## config.mk

```make
export PLATFORM = sky130hd
export DESIGN_NAME = int_fp_acc_flat
export DESIGN_NICKNAME = d
export VERILOG_FILES = /design/src/rtl/int_fp_acc_pkg.sv /design/src/rtl/int_fp_acc_if.sv /design/src/rtl/int_fp_acc_fp16_add.sv /design/src/rtl/int_fp_acc.sv /design/src/flat_wrapper.sv
export SDC_FILE = /design/constraint.sdc
export NUM_CORES = 1
export LEC_CHECK = 0
export CAP_MARGIN = 20
export CORE_MARGIN = 2
export CORE_UTILIZATION = 64
export CTS_BUF_LIST = sky130_fd_sc_hd__clkbuf_2 sky130_fd_sc_hd__clkbuf_4 sky130_fd_sc_hd__clkbuf_8
export DETAILED_ROUTE_END_ITERATION = 10
export PLACE_DENSITY_LB_ADDON = 0.2
export SKIP_CTS_REPAIR_TIMING = 1
export SLEW_MARGIN = 15
export SYNTH_ARGS = -nofsm -noshare
export SYNTH_HDL_FRONTEND = slang
export SYNTH_HIERARCHICAL = 1
export SYNTH_SLANG_ARGS = --single-unit
```

## constraint.sdc

```tcl
create_clock -name clk -period 15.73 [get_ports clk]
set_clock_uncertainty 0.2 [all_clocks]
set_input_delay 2.3595 -clock clk [delete_from_list [all_inputs] [get_ports clk]]
set_output_delay 2.3595 -clock clk [all_outputs]
set_load 0.02 [all_outputs]
```

## src/rtl/int_fp_acc_pkg.sv

```systemverilog
// Shared types and fp16 constants for the int/fp16 accumulation stage.
package int_fp_pkg;

  typedef enum logic {
    MODE_INT = 1'b0,
    MODE_FP  = 1'b1
  } mode_t;

  typedef enum logic {
    ACC  = 1'b0,
    DONE = 1'b1
  } state_t;

  localparam logic [15:0] FP16_QNAN    = 16'h7E00;
  localparam logic [15:0] FP16_POS_INF = 16'h7C00;
  localparam int          FP16_BIAS    = 15;

endpackage

```

## src/rtl/int_fp_acc_if.sv

```systemverilog
// Product-beat input stream and group-sum output stream of int_fp_acc.
interface int_fp_acc_if #(
  parameter int LEN_W = 8
);
  logic             in_valid;
  logic             in_ready;
  logic [15:0]      in_data;
  logic             in_mode;
  logic             in_last;
  logic             out_valid;
  logic             out_ready;
  logic [15:0]      out_data;
  logic             out_mode;
  logic [LEN_W-1:0] out_count;
  logic             out_err;

  modport master (
    output in_valid, in_data, in_mode, in_last, out_ready,
    input  in_ready, out_valid, out_data, out_mode, out_count, out_err
  );

  modport slave (
    input  in_valid, in_data, in_mode, in_last, out_ready,
    output in_ready, out_valid, out_data, out_mode, out_count, out_err
  );
endinterface

```

## src/rtl/int_fp_acc_fp16_add.sv

```systemverilog
// Combinational fp16 adder: RNE, subnormals flushed to signed zero,
// overflow to +/-Inf, canonical quiet NaN for invalid operations.
module fp16_add
  import int_fp_pkg::*;
(
  input  logic [15:0] a,
  input  logic [15:0] b,
  output logic [15:0] y
);

  logic               a_nan, b_nan, a_inf, b_inf, a_zero, b_zero;
  logic               swap, sx, sub, carry, rnd, found;
  logic [15:0]        x, yv;
  logic [4:0]         ex, ey, d;
  logic [3:0]         dc, lz;
  logic [13:0]        mx, my, al, n;
  logic [27:0]        sh;
  logic [14:0]        sum;
  logic [10:0]        mant_r;
  logic signed [7:0]  e_n, e_r;

  always_comb begin
    a_nan  = (&a[14:10]) && (|a[9:0]);
    b_nan  = (&b[14:10]) && (|b[9:0]);
    a_inf  = (&a[14:10]) && !(|a[9:0]);
    b_inf  = (&b[14:10]) && !(|b[9:0]);
    a_zero = (a[14:10] == 5'd0);
    b_zero = (b[14:10] == 5'd0);

    // Order operands by magnitude so the aligned subtraction never goes negative.
    swap = (b[14:0] > a[14:0]);
    x    = swap ? b : a;
    yv   = swap ? a : b;
    sx   = x[15];
    sub  = x[15] ^ yv[15];
    ex   = x[14:10];
    ey   = yv[14:10];
    mx   = {1'b1, x[9:0], 3'b000};
    my   = {1'b1, yv[9:0], 3'b000};
    d    = ex - ey;
    dc   = (d > 5'd15) ? 4'd15 : d[3:0];
    sh   = {my, 14'd0} >> dc;
    al   = {sh[27:15], sh[14] | (|sh[13:0])};
    sum  = sub ? ({1'b0, mx} - {1'b0, al}) : ({1'b0, mx} + {1'b0, al});

    lz    = '0;
    found = 1'b0;
    for (int unsigned i = 0; i < 14; i++) begin
      if (!found && sum[13-i]) begin
        lz    = 4'(i);
        found = 1'b1;
      end
    end

    if (sum[14]) begin
      n   = {sum[14:2], sum[1] | sum[0]};
      e_n = $signed({3'b000, ex}) + 8'sd1;
    end else begin
      n   = sum[13:0] << lz;
      e_n = $signed({3'b000, ex}) - $signed({4'b0000, lz});
    end

    rnd             = n[2] && (n[1] || n[0] || n[3]);
    {carry, mant_r} = {2'b01, n[12:3]} + {11'd0, rnd};
    e_r             = e_n + $signed({7'd0, carry});

    if (a_nan || b_nan || (a_inf && b_inf && (a[15] != b[15]))) begin
      y = FP16_QNAN;
    end else if (a_inf) begin
      y = a;
    end else if (b_inf) begin
      y = b;
    end else if (a_zero && b_zero) begin
      y = {a[15] & b[15], 15'd0};
    end else if (a_zero) begin
      y = b;
    end else if (b_zero) begin
      y = a;
    end else if (sum == 15'd0) begin
      y = '0;
    end else if (e_r >= $signed(8'(2 * FP16_BIAS + 1))) begin
      y = {sx, FP16_POS_INF[14:0]};
    end else if (e_r <= 8'sd0) begin
      y = {sx, 15'd0};
    end else begin
      y = {sx, e_r[4:0], mant_r[9:0]};
    end
  end

endmodule

```

## src/rtl/int_fp_acc.sv

```systemverilog
// Group accumulator for int16/fp16 product streams, one sum per in_last group.
// Define INT_ACC_SAT_EN for saturating int16 adds (default wraps).
module int_fp_acc
  import int_fp_pkg::*;
#(
  parameter int LEN_W = 8
) (
  input logic          clk,
  input logic          rst_n,
  int_fp_acc_if.slave  bus
);

  state_t           state;
  logic             first;
  logic             out_valid_q;
  logic             err;
  mode_t            grp_mode;
  logic [15:0]      acc;
  logic [LEN_W-1:0] count;
  logic [15:0]      fp_sum;
  logic [15:0]      int_sum;
`ifdef INT_ACC_SAT_EN
  logic [16:0]      wide;
`endif

  fp16_add u_fp16_add (
    .a (acc),
    .b (bus.in_data),
    .y (fp_sum)
  );

  always_comb begin
`ifdef INT_ACC_SAT_EN
    wide = {acc[15], acc} + {bus.in_data[15], bus.in_data};
    if (wide[16] != wide[15]) begin
      int_sum = wide[16] ? 16'h8000 : 16'h7FFF;
    end else begin
      int_sum = wide[15:0];
    end
`else
    int_sum = acc + bus.in_data;
`endif
  end

  always_ff @(posedge clk) begin
    if (!rst_n) begin
      state       <= ACC;
      first       <= 1'b1;
      out_valid_q <= 1'b0;
      err         <= 1'b0;
      grp_mode    <= MODE_INT;
      acc         <= '0;
      count       <= '0;
    end else begin
      case (state)
        ACC: begin
          if (bus.in_valid) begin
            if (first) begin
              acc      <= bus.in_data;
              grp_mode <= mode_t'(bus.in_mode);
              count    <= {{(LEN_W-1){1'b0}}, 1'b1};
              err      <= 1'b0;
              first    <= 1'b0;
            end else begin
              // A mode mismatch is flagged but the beat still uses the group's mode.
              acc <= (grp_mode == MODE_FP) ? fp_sum : int_sum;
              if (count != '1) count <= count + 1'b1;
              if (mode_t'(bus.in_mode) != grp_mode) err <= 1'b1;
            end
            if (bus.in_last) begin
              state       <= DONE;
              first       <= 1'b1;
              out_valid_q <= 1'b1;
            end
          end
        end
        DONE: begin
          if (bus.out_ready) begin
            state       <= ACC;
            out_valid_q <= 1'b0;
          end
        end
        default: state <= ACC;
      endcase
    end
  end

  assign bus.in_ready  = rst_n && (state == ACC);
  assign bus.out_valid = out_valid_q;
  assign bus.out_data  = acc;
  assign bus.out_mode  = grp_mode;
  assign bus.out_count = count;
  assign bus.out_err   = err;

endmodule

```

## src/flat_wrapper.sv

```systemverilog
// flat-port wrapper written by rule: the top's interface ports become plain ports
module int_fp_acc_flat import int_fp_pkg::*;
#(
  parameter int LEN_W = 8
)
  (clk, rst_n, bus_in_valid, bus_in_data, bus_in_mode, bus_in_last, bus_out_ready, bus_in_ready, bus_out_valid, bus_out_data, bus_out_mode, bus_out_count, bus_out_err);
  int_fp_acc_if #(.LEN_W(LEN_W)) bus_i ();
  input logic clk;
  input logic rst_n;
  input wire logic [$bits(bus_i.in_valid)-1:0] bus_in_valid;
  input wire logic [$bits(bus_i.in_data)-1:0] bus_in_data;
  input wire logic [$bits(bus_i.in_mode)-1:0] bus_in_mode;
  input wire logic [$bits(bus_i.in_last)-1:0] bus_in_last;
  input wire logic [$bits(bus_i.out_ready)-1:0] bus_out_ready;
  output wire logic [$bits(bus_i.in_ready)-1:0] bus_in_ready;
  output wire logic [$bits(bus_i.out_valid)-1:0] bus_out_valid;
  output wire logic [$bits(bus_i.out_data)-1:0] bus_out_data;
  output wire logic [$bits(bus_i.out_mode)-1:0] bus_out_mode;
  output wire logic [$bits(bus_i.out_count)-1:0] bus_out_count;
  output wire logic [$bits(bus_i.out_err)-1:0] bus_out_err;
  assign bus_i.in_valid = bus_in_valid;
  assign bus_i.in_data = bus_in_data;
  assign bus_i.in_mode = bus_in_mode;
  assign bus_i.in_last = bus_in_last;
  assign bus_i.out_ready = bus_out_ready;
  assign bus_in_ready = bus_i.in_ready;
  assign bus_out_valid = bus_i.out_valid;
  assign bus_out_data = bus_i.out_data;
  assign bus_out_mode = bus_i.out_mode;
  assign bus_out_count = bus_i.out_count;
  assign bus_out_err = bus_i.out_err;
  int_fp_acc #(.LEN_W(LEN_W)) u_core (.clk(clk), .rst_n(rst_n), .bus(bus_i));
endmodule
```

==> impl_metrics.csv, run 1 <==
group,metric,value,unit
final_layout,multiInputGateArea,0.00714,mm2
logic_synthesis,ys_warn_count,6,
setup_path,cp-end-kind,"flop",
setup_path,r2r_start,"u_core/bus.out_data[12]",
detailed_routing,dr.pass1.iters,9,
floorplan,fp.dieW,117,um
place,dpl.hpwl,22.6,mm
final_layout,synthToLayoutAreaGrowth,11.6,%
final_layout,final_cell_mix,"nand2_1, a21oi_1, nor2_1",
power,leakagePower,3.72,nW
sta,fmax,67.0,MHz
cts,cts.sinks,29,
final_layout,antennaDiodeCount,0,
detailed_routing,first_iter_violations,1661,
detailed_routing,ant_nets,0,
logic_synthesis,netlist_instances,1198,
power,p_switching,0.000928,W
cts,cts_tree,"yes",
detailed_routing,drt_wl_total,30.0,mm
power,power,0.00160,W
detailed_routing,vias_per_cell,7.29,
place,place.gp.congestion,1.10,
sta,hold_ws,0.272,ns
sta,finalSetupViolCount,0,
place,pre_cts_slack,0.339,ns
power,p_comb_share,88.8,%
power,vdd_drop_max,120,uV
power,powerDensity,174,mW/mm2
power,p_clk_share,5.1,%
logic_synthesis,synth_ff_type,"dfxtp_1",
setup_path,arrival,14.90,ns
logic_synthesis,synthArstFlopShare,0,%
global_route,grt_max_degree,29,
global_route,track_usage,40.9,%
run,maxCapViolCount,0,
final_layout,final_cell_area,0.00919,mm2
sta,drv_slew,0,
setup_path,reg2reg_depth,51,
setup_path,startpoint,"bus_in_data[10]",
sta,period_share,94.9,%
logic_synthesis,netlist_area,0.00824,mm2
logic_synthesis,ys_ff_latch,29,
place,io_buffer_count,49,
sta,period_needed,14.92,ns
logic_synthesis,seq_area_frac_synth,7.05,%
place,dpl_cell_area,0.00902,mm2
cts,clock_path_buffers,2,
cts,cts_root_buffer,"clkbuf_8",
floorplan,rows,41,
final_layout,fillers,1095,
setup_path,rrSetupSlack,2.53,ns
final_layout,drive_gt1_share,10.7,%
setup_path,cpPeakStageDelay,0.54,ns
logic_synthesis,synth.distinct_cells,114,
floorplan,dieArea,0.0138,mm2
min_path,hold_class,"reg2reg",
setup_path,required,15.71,ns
power,intPower,0.000673,W
sta,worst_pin_slew,1.00,ns
detailed_routing,drc_errors,0,
floorplan,core_area,0.0126,mm2
floorplan,ios,50,
setup_path,cp_max_fo,25,
run_status,status,"completed",
cts,htree_levels,2,
power,p_seq_share,6.0,%
sta,report.final.hold_viol_count,0,
setup_path,crit_end,"u_core/bus.out_data[13]",
floorplan,fp.dieH,117,um
cts,clk-insertion-delay-late,0.29,ns
final_layout,mostFrequentLayoutCell,"nand2_1",
sta,worst_slack,0.806,ns
setup_path,slowest_stage,"or4b_4",
logic_synthesis,synth_edf_count,0,
global_route,overflow,0,
sta,tns,0,ns
sta,relSlewSlack,32.4,%
final_layout,nets,1331,
cts,cts_inserted_buffers,5,
global_route,grt_pass1_wl,47.0,mm
cts,path_clk_slew,0.07,ns
global_route,antenna_found_initial,0,
global_route,grt_pass1_vias,9085,
detailed_routing,via_count,10318,
setup_path,startpoint_type,"primary input",
power,switching_share,57.9,%
detailed_routing,wl_per_cell,21.2,um
logic_synthesis,syn_nets,1286,
setup_path,r2r_end,"u_core/bus.out_data[13]",
final_layout,register_area,581,um2
floorplan,start_util,65.5,%
setup_path,critPathKind,"in2reg",
logic_synthesis,syn_area_per_cell,6.88,um2
-- synth_stat cells (all sizes together) (12+ instances only) --
cell / n / share of area [%]
o22ai: 20 / 1.7
nor3: 35 / 2.2
mux2i: 27 / 3.4
nand2: 131 / 6.0
nand2b: 12 / 0.91
nand4: 19 / 1.7
clkbuf: 32 / 1.5
or3: 13 / 1.0
or2: 15 / 1.1
nor4: 20 / 2.0
o211ai: 23 / 2.3
dfxtp: 29 / 7.0
a211oi: 16 / 1.8
xnor2: 18 / 1.9
buf: 29 / 1.9
ha: 63 / 9.6
a31oi: 22 / 1.7
o2111ai: 13 / 1.5
inv: 70 / 3.2
nor2: 96 / 4.5
nand3: 46 / 2.8
a21o: 14 / 1.3
xor2: 15 / 1.6
a21oi: 105 / 6.6
and3: 13 / 1.0
o21ai: 98 / 6.0
-- logic make-up (layout without fill, tap and decap cells) --
kind of cell               Yosys count  count (layout)  synth area share (%)
AOI/OAI and AO/OA                  457             457                  40.2
and+or+nand+nor                    447             447                  27.7
buffers and inverters              133             179                  6.67
adders and majority gates           66              66                  10.3
xor gates and xnor gates            33              33                  3.51
muxes                               33              33                  4.57
DFF                                 29              29                  7.05
-- layer usage --
metal	global-route usage, %	share of wire (%)	vias to the layer above
met1	53.6	40	4775
met4	18.8	4.9	0
li1	-	-	4675
met3	7.56	11	143
met2	65.4	44	725
met5	0	0	-
-- critical path, delay by kind of cell --
| kind | cells | cell delay [ns] |
|---|---|---|
| multiplexers | 1 | 0.30 |
| XOR/XNOR | 1 | 0.25 |
| AND/OR/NAND/NOR | 9 | 2.21 |
| buffers and inverters | 4 | 1.25 |
| AO/OA/AOI/OAI | 33 | 7.34 |
| adder cells (fa/ha/maj) | 4 | 1.16 |
-- cell type report --
| type | count | share of cell area, % |
|---|---|---|
| multi-input cells | 1036 | 77.7 |
| repair buffers | 99 | 9.42 |
| well taps | 172 | 2.34 |
| clock inverters | 2 | 0.408 |
| flip-flops and latches | 29 | 6.32 |
| clock buffers | 6 | 0.898 |
| inverters | 72 | 2.94 |
-- registers in the layout (all words and copies together), names as in the netlist --
| signal | cells |
|---|---|
| u_core/bus.out_count | 8 |
| u_core/bus.out_data | 16 |
| u_core/bus.out_err | 1 |
| u_core/bus.out_mode | 1 |
| u_core/bus.out_valid | 1 |
| u_core/first | 1 |
| u_core/state | 1 |
-- stage by stage --
stage | util, % | cells
3_3_place_gp | 71.8 | 1404
2_1_floorplan | - | 1198
3_5_place_dp | 71.8 | 1404
5_1_grt | 73.1 | 1416
4_1_cts | 72.7 | 1412
6_report | 73.1 | 1416
-- power groups by stage --
stage	Combinational [W]	Sequential [W]	Clock (W)
final	0.00142	0.0000969	0.0000821
after global routing	0.00154	0.0000971	0.0000854
after CTS	0.00136	0.0000955	0.0000818
after detailed placement	0.00135	0.0000970	0
after global placement	0.00134	0.0000971	0
after floorplan	0.00103	0.0000947	0
-- worst min path at each step --
| stage | depth (start not counted) | slack [ns] | start | to |
|---|---|---|---|---|
| floorplan | 2 | 0.28 | u_core/state | u_core/state |
| global placement | 2 | 0.25 | u_core/bus.out_err | u_core/bus.out_err |
| detailed placement | 2 | 0.26 | u_core/bus.out_err | u_core/bus.out_err |
| CTS | 2 | 0.28 | u_core/bus.out_err | u_core/bus.out_err |
| global route | 2 | 0.29 | u_core/bus.out_err | u_core/bus.out_err |
| finish | 2 | 0.27 | u_core/bus.out_err | u_core/bus.out_err |
No activity file was read; power rests on OpenSTA's default activity.
==> run 2: changes to the inputs <==
==> constraint.sdc (replaced) <==
create_clock -name clk -period 15.5 [get_ports clk]
set_clock_uncertainty 0.2 [all_clocks]
set_input_delay 2.325 -clock clk [delete_from_list [all_inputs] [get_ports clk]]
set_output_delay 2.325 -clock clk [all_outputs]
set_load 0.02 [all_outputs]
==> run 2 against run 1 <==
First-iteration DRC count shrank 0.54%. Wire length decreased by 1.2%. Critical path depth rose by 1. Sequential cell count unchanged. Critical path type unchanged. Sequential share of layout area about the same. Clock power rose by 2%. Via count down 0.30%. Critical endpoint is now u_core/bus.out_data[3].
==> impl_metrics.csv, run 2 (synthesized netlist as in run 1, its figures left out) <==
group,metric,value,unit
run_status,status,"completed",
final_layout,drive_gt1_share,10.5,%
detailed_routing,dr.pass1.iters,7,
detailed_routing,drt_wl_total,29.6,mm
sta,period_needed,14.63,ns
sta,report.final.hold_viol_count,0,
floorplan,dieArea,0.0138,mm2
min_path,worst_hold_path.endpoint,"u_core/bus.out_err",
setup_path,r2r_start,"u_core/bus.out_data[12]",
sta,tns,0,ns
global_route,grt_pass1_wl,47.8,mm
cts,cts_root_buffer,"clkbuf_8",
cts,htree_levels,2,
detailed_routing,wl_per_cell,20.9,um
setup_path,cpPeakStageDelay,0.58,ns
final_layout,postLayoutCoreUtil,73.1,%
global_route,grt_pass1_vias,9415,
global_route,grt_max_degree,29,
cts,clk-insertion-delay-late,0.29,ns
cts,cts_tree,"yes",
final_layout,register_area,581,um2
run,maxCapViolCount,0,
detailed_routing,ant_nets,0,
sta,hold_ws,0.276,ns
setup_path,cp_max_fo,12,
sta,drv_slew,0,
floorplan,ios,50,
final_layout,largest_reg_flops,16,
setup_path,required,15.54,ns
setup_path,r2r_end,"u_core/bus.out_data[3]",
detailed_routing,vias_per_cell,7.26,
final_layout,mostFrequentLayoutCell,"nand2_1",
power,power,0.00163,W
cts,clock_path_buffers,2,
cts,cts_inserted_buffers,5,
detailed_routing,first_iter_violations,1652,
detailed_routing,drc_errors,0,
power,leakagePower,3.71,nW
place,dpl.hpwl,22.7,mm
sta,relSlewSlack,36.9,%
floorplan,start_util,65.5,%
setup_path,startpoint_type,"primary input",
power,powerDensity,178,mW/mm2
detailed_routing,via_count,10287,
setup_path,rrSetupSlack,2.69,ns
global_route,antenna_found_initial,0,
final_layout,nets,1331,
setup_path,slowest_stage,"or4b_1",
cts,cts.sinks,29,
min_path,hold_class,"reg2reg",
sta,rsz0062_at_grt,"false",
place,place.gp.congestion,1.07,
cts,path_clk_slew,0.07,ns
setup_path,cp-end-kind,"flop",
final_layout,antennaDiodeCount,0,
sta,period_share,94.4,%
final_layout,fillers,1091,
floorplan,fp.dieW,117,um
final_layout,multiInputGateArea,0.00713,mm2
sta,worst_pin_slew,0.936,ns
power,vdd_drop_max,118,uV
setup_path,reg2reg_depth,53,
floorplan,rows,41,
global_route,overflow,0,
sta,fmax,68.4,MHz
sta,finalSetupViolCount,0,
floorplan,core_area,0.0126,mm2
setup_path,critPathKind,"in2reg",
setup_path,arrival,14.66,ns
min_path,hold_path_depth,2,
global_route,track_usage,41.2,%
min_path,min-delay-start,"u_core/bus.out_err",
place,io_buffer_count,49,
floorplan,fp.dieH,117,um
final_layout,synthToLayoutAreaGrowth,11.5,%
final_layout,final_cell_mix,"nand2_1, a21oi_1, nor2_1",
## run 2: layout make-up
class / instances / share of cell area (%)
multi-input combinational: 1036 / 77.7
timing repair buffer: 99 / 9.43
clock inverter: 2 / 0.409
tap: 172 / 2.34
sequential: 29 / 6.32
inverter: 72 / 2.94
clock buffer: 6 / 0.899
## run 2: worst max-delay path, delay by kind of cell
family | cells | cell delay [ns]
buffers and inverters | 4 | 1.09
and+or+nand+nor | 13 | 3.23
xor gates and xnor gates | 1 | 0.24
muxes | 3 | 0.71
adders and majority gates | 4 | 1.32
AOI/OAI and AO/OA | 28 | 5.75
## run 2: worst max-delay path by stage
stage / startpoint / to
after floorplan: bus_in_data[10] / u_core/bus.out_data[13]
after global placement: bus_in_data[13] / u_core/bus.out_data[13]
after detailed placement: bus_in_data[13] / u_core/bus.out_data[1]
after CTS: bus_in_data[13] / u_core/bus.out_data[1]
after global routing: bus_in_data[13] / u_core/bus.out_data[3]
final: bus_in_data[13] / u_core/bus.out_data[3]
## run 2: metal layers
layer | wire length, um | global-route usage [%] | vias to the layer above
met1 | 11600 | 54.3 | 4683
met3 | 3460 | 7.32 | 171
met5 | 0 | 0 | -
met4 | 1620 | 19.5 | 0
li1 | - | - | 4679
met2 | 13000 | 65.4 | 754
## run 2: power by group
part           internal, W  leakage (nW)  switching [W]  total [W]
logic             0.000550          3.41       0.000902    0.00145
registers        0.0000802         0.238      0.0000172  0.0000974
clock network    0.0000522        0.0574      0.0000313  0.0000836
## run 2: through the flow
| step | instances | area (um2) | worst slack [ns] |
|---|---|---|---|
| after floorplan | 1198 | 8240 | 1.90 |
| after global placement | 1406 | 9030 | 0.678 |
| after detailed placement | 1406 | 9030 | 0.479 |
| after CTS | 1414 | 9160 | 0.745 |
| after global routing | 1416 | 9180 | 0.00978 |
| final | 1416 | 9180 | 0.874 |
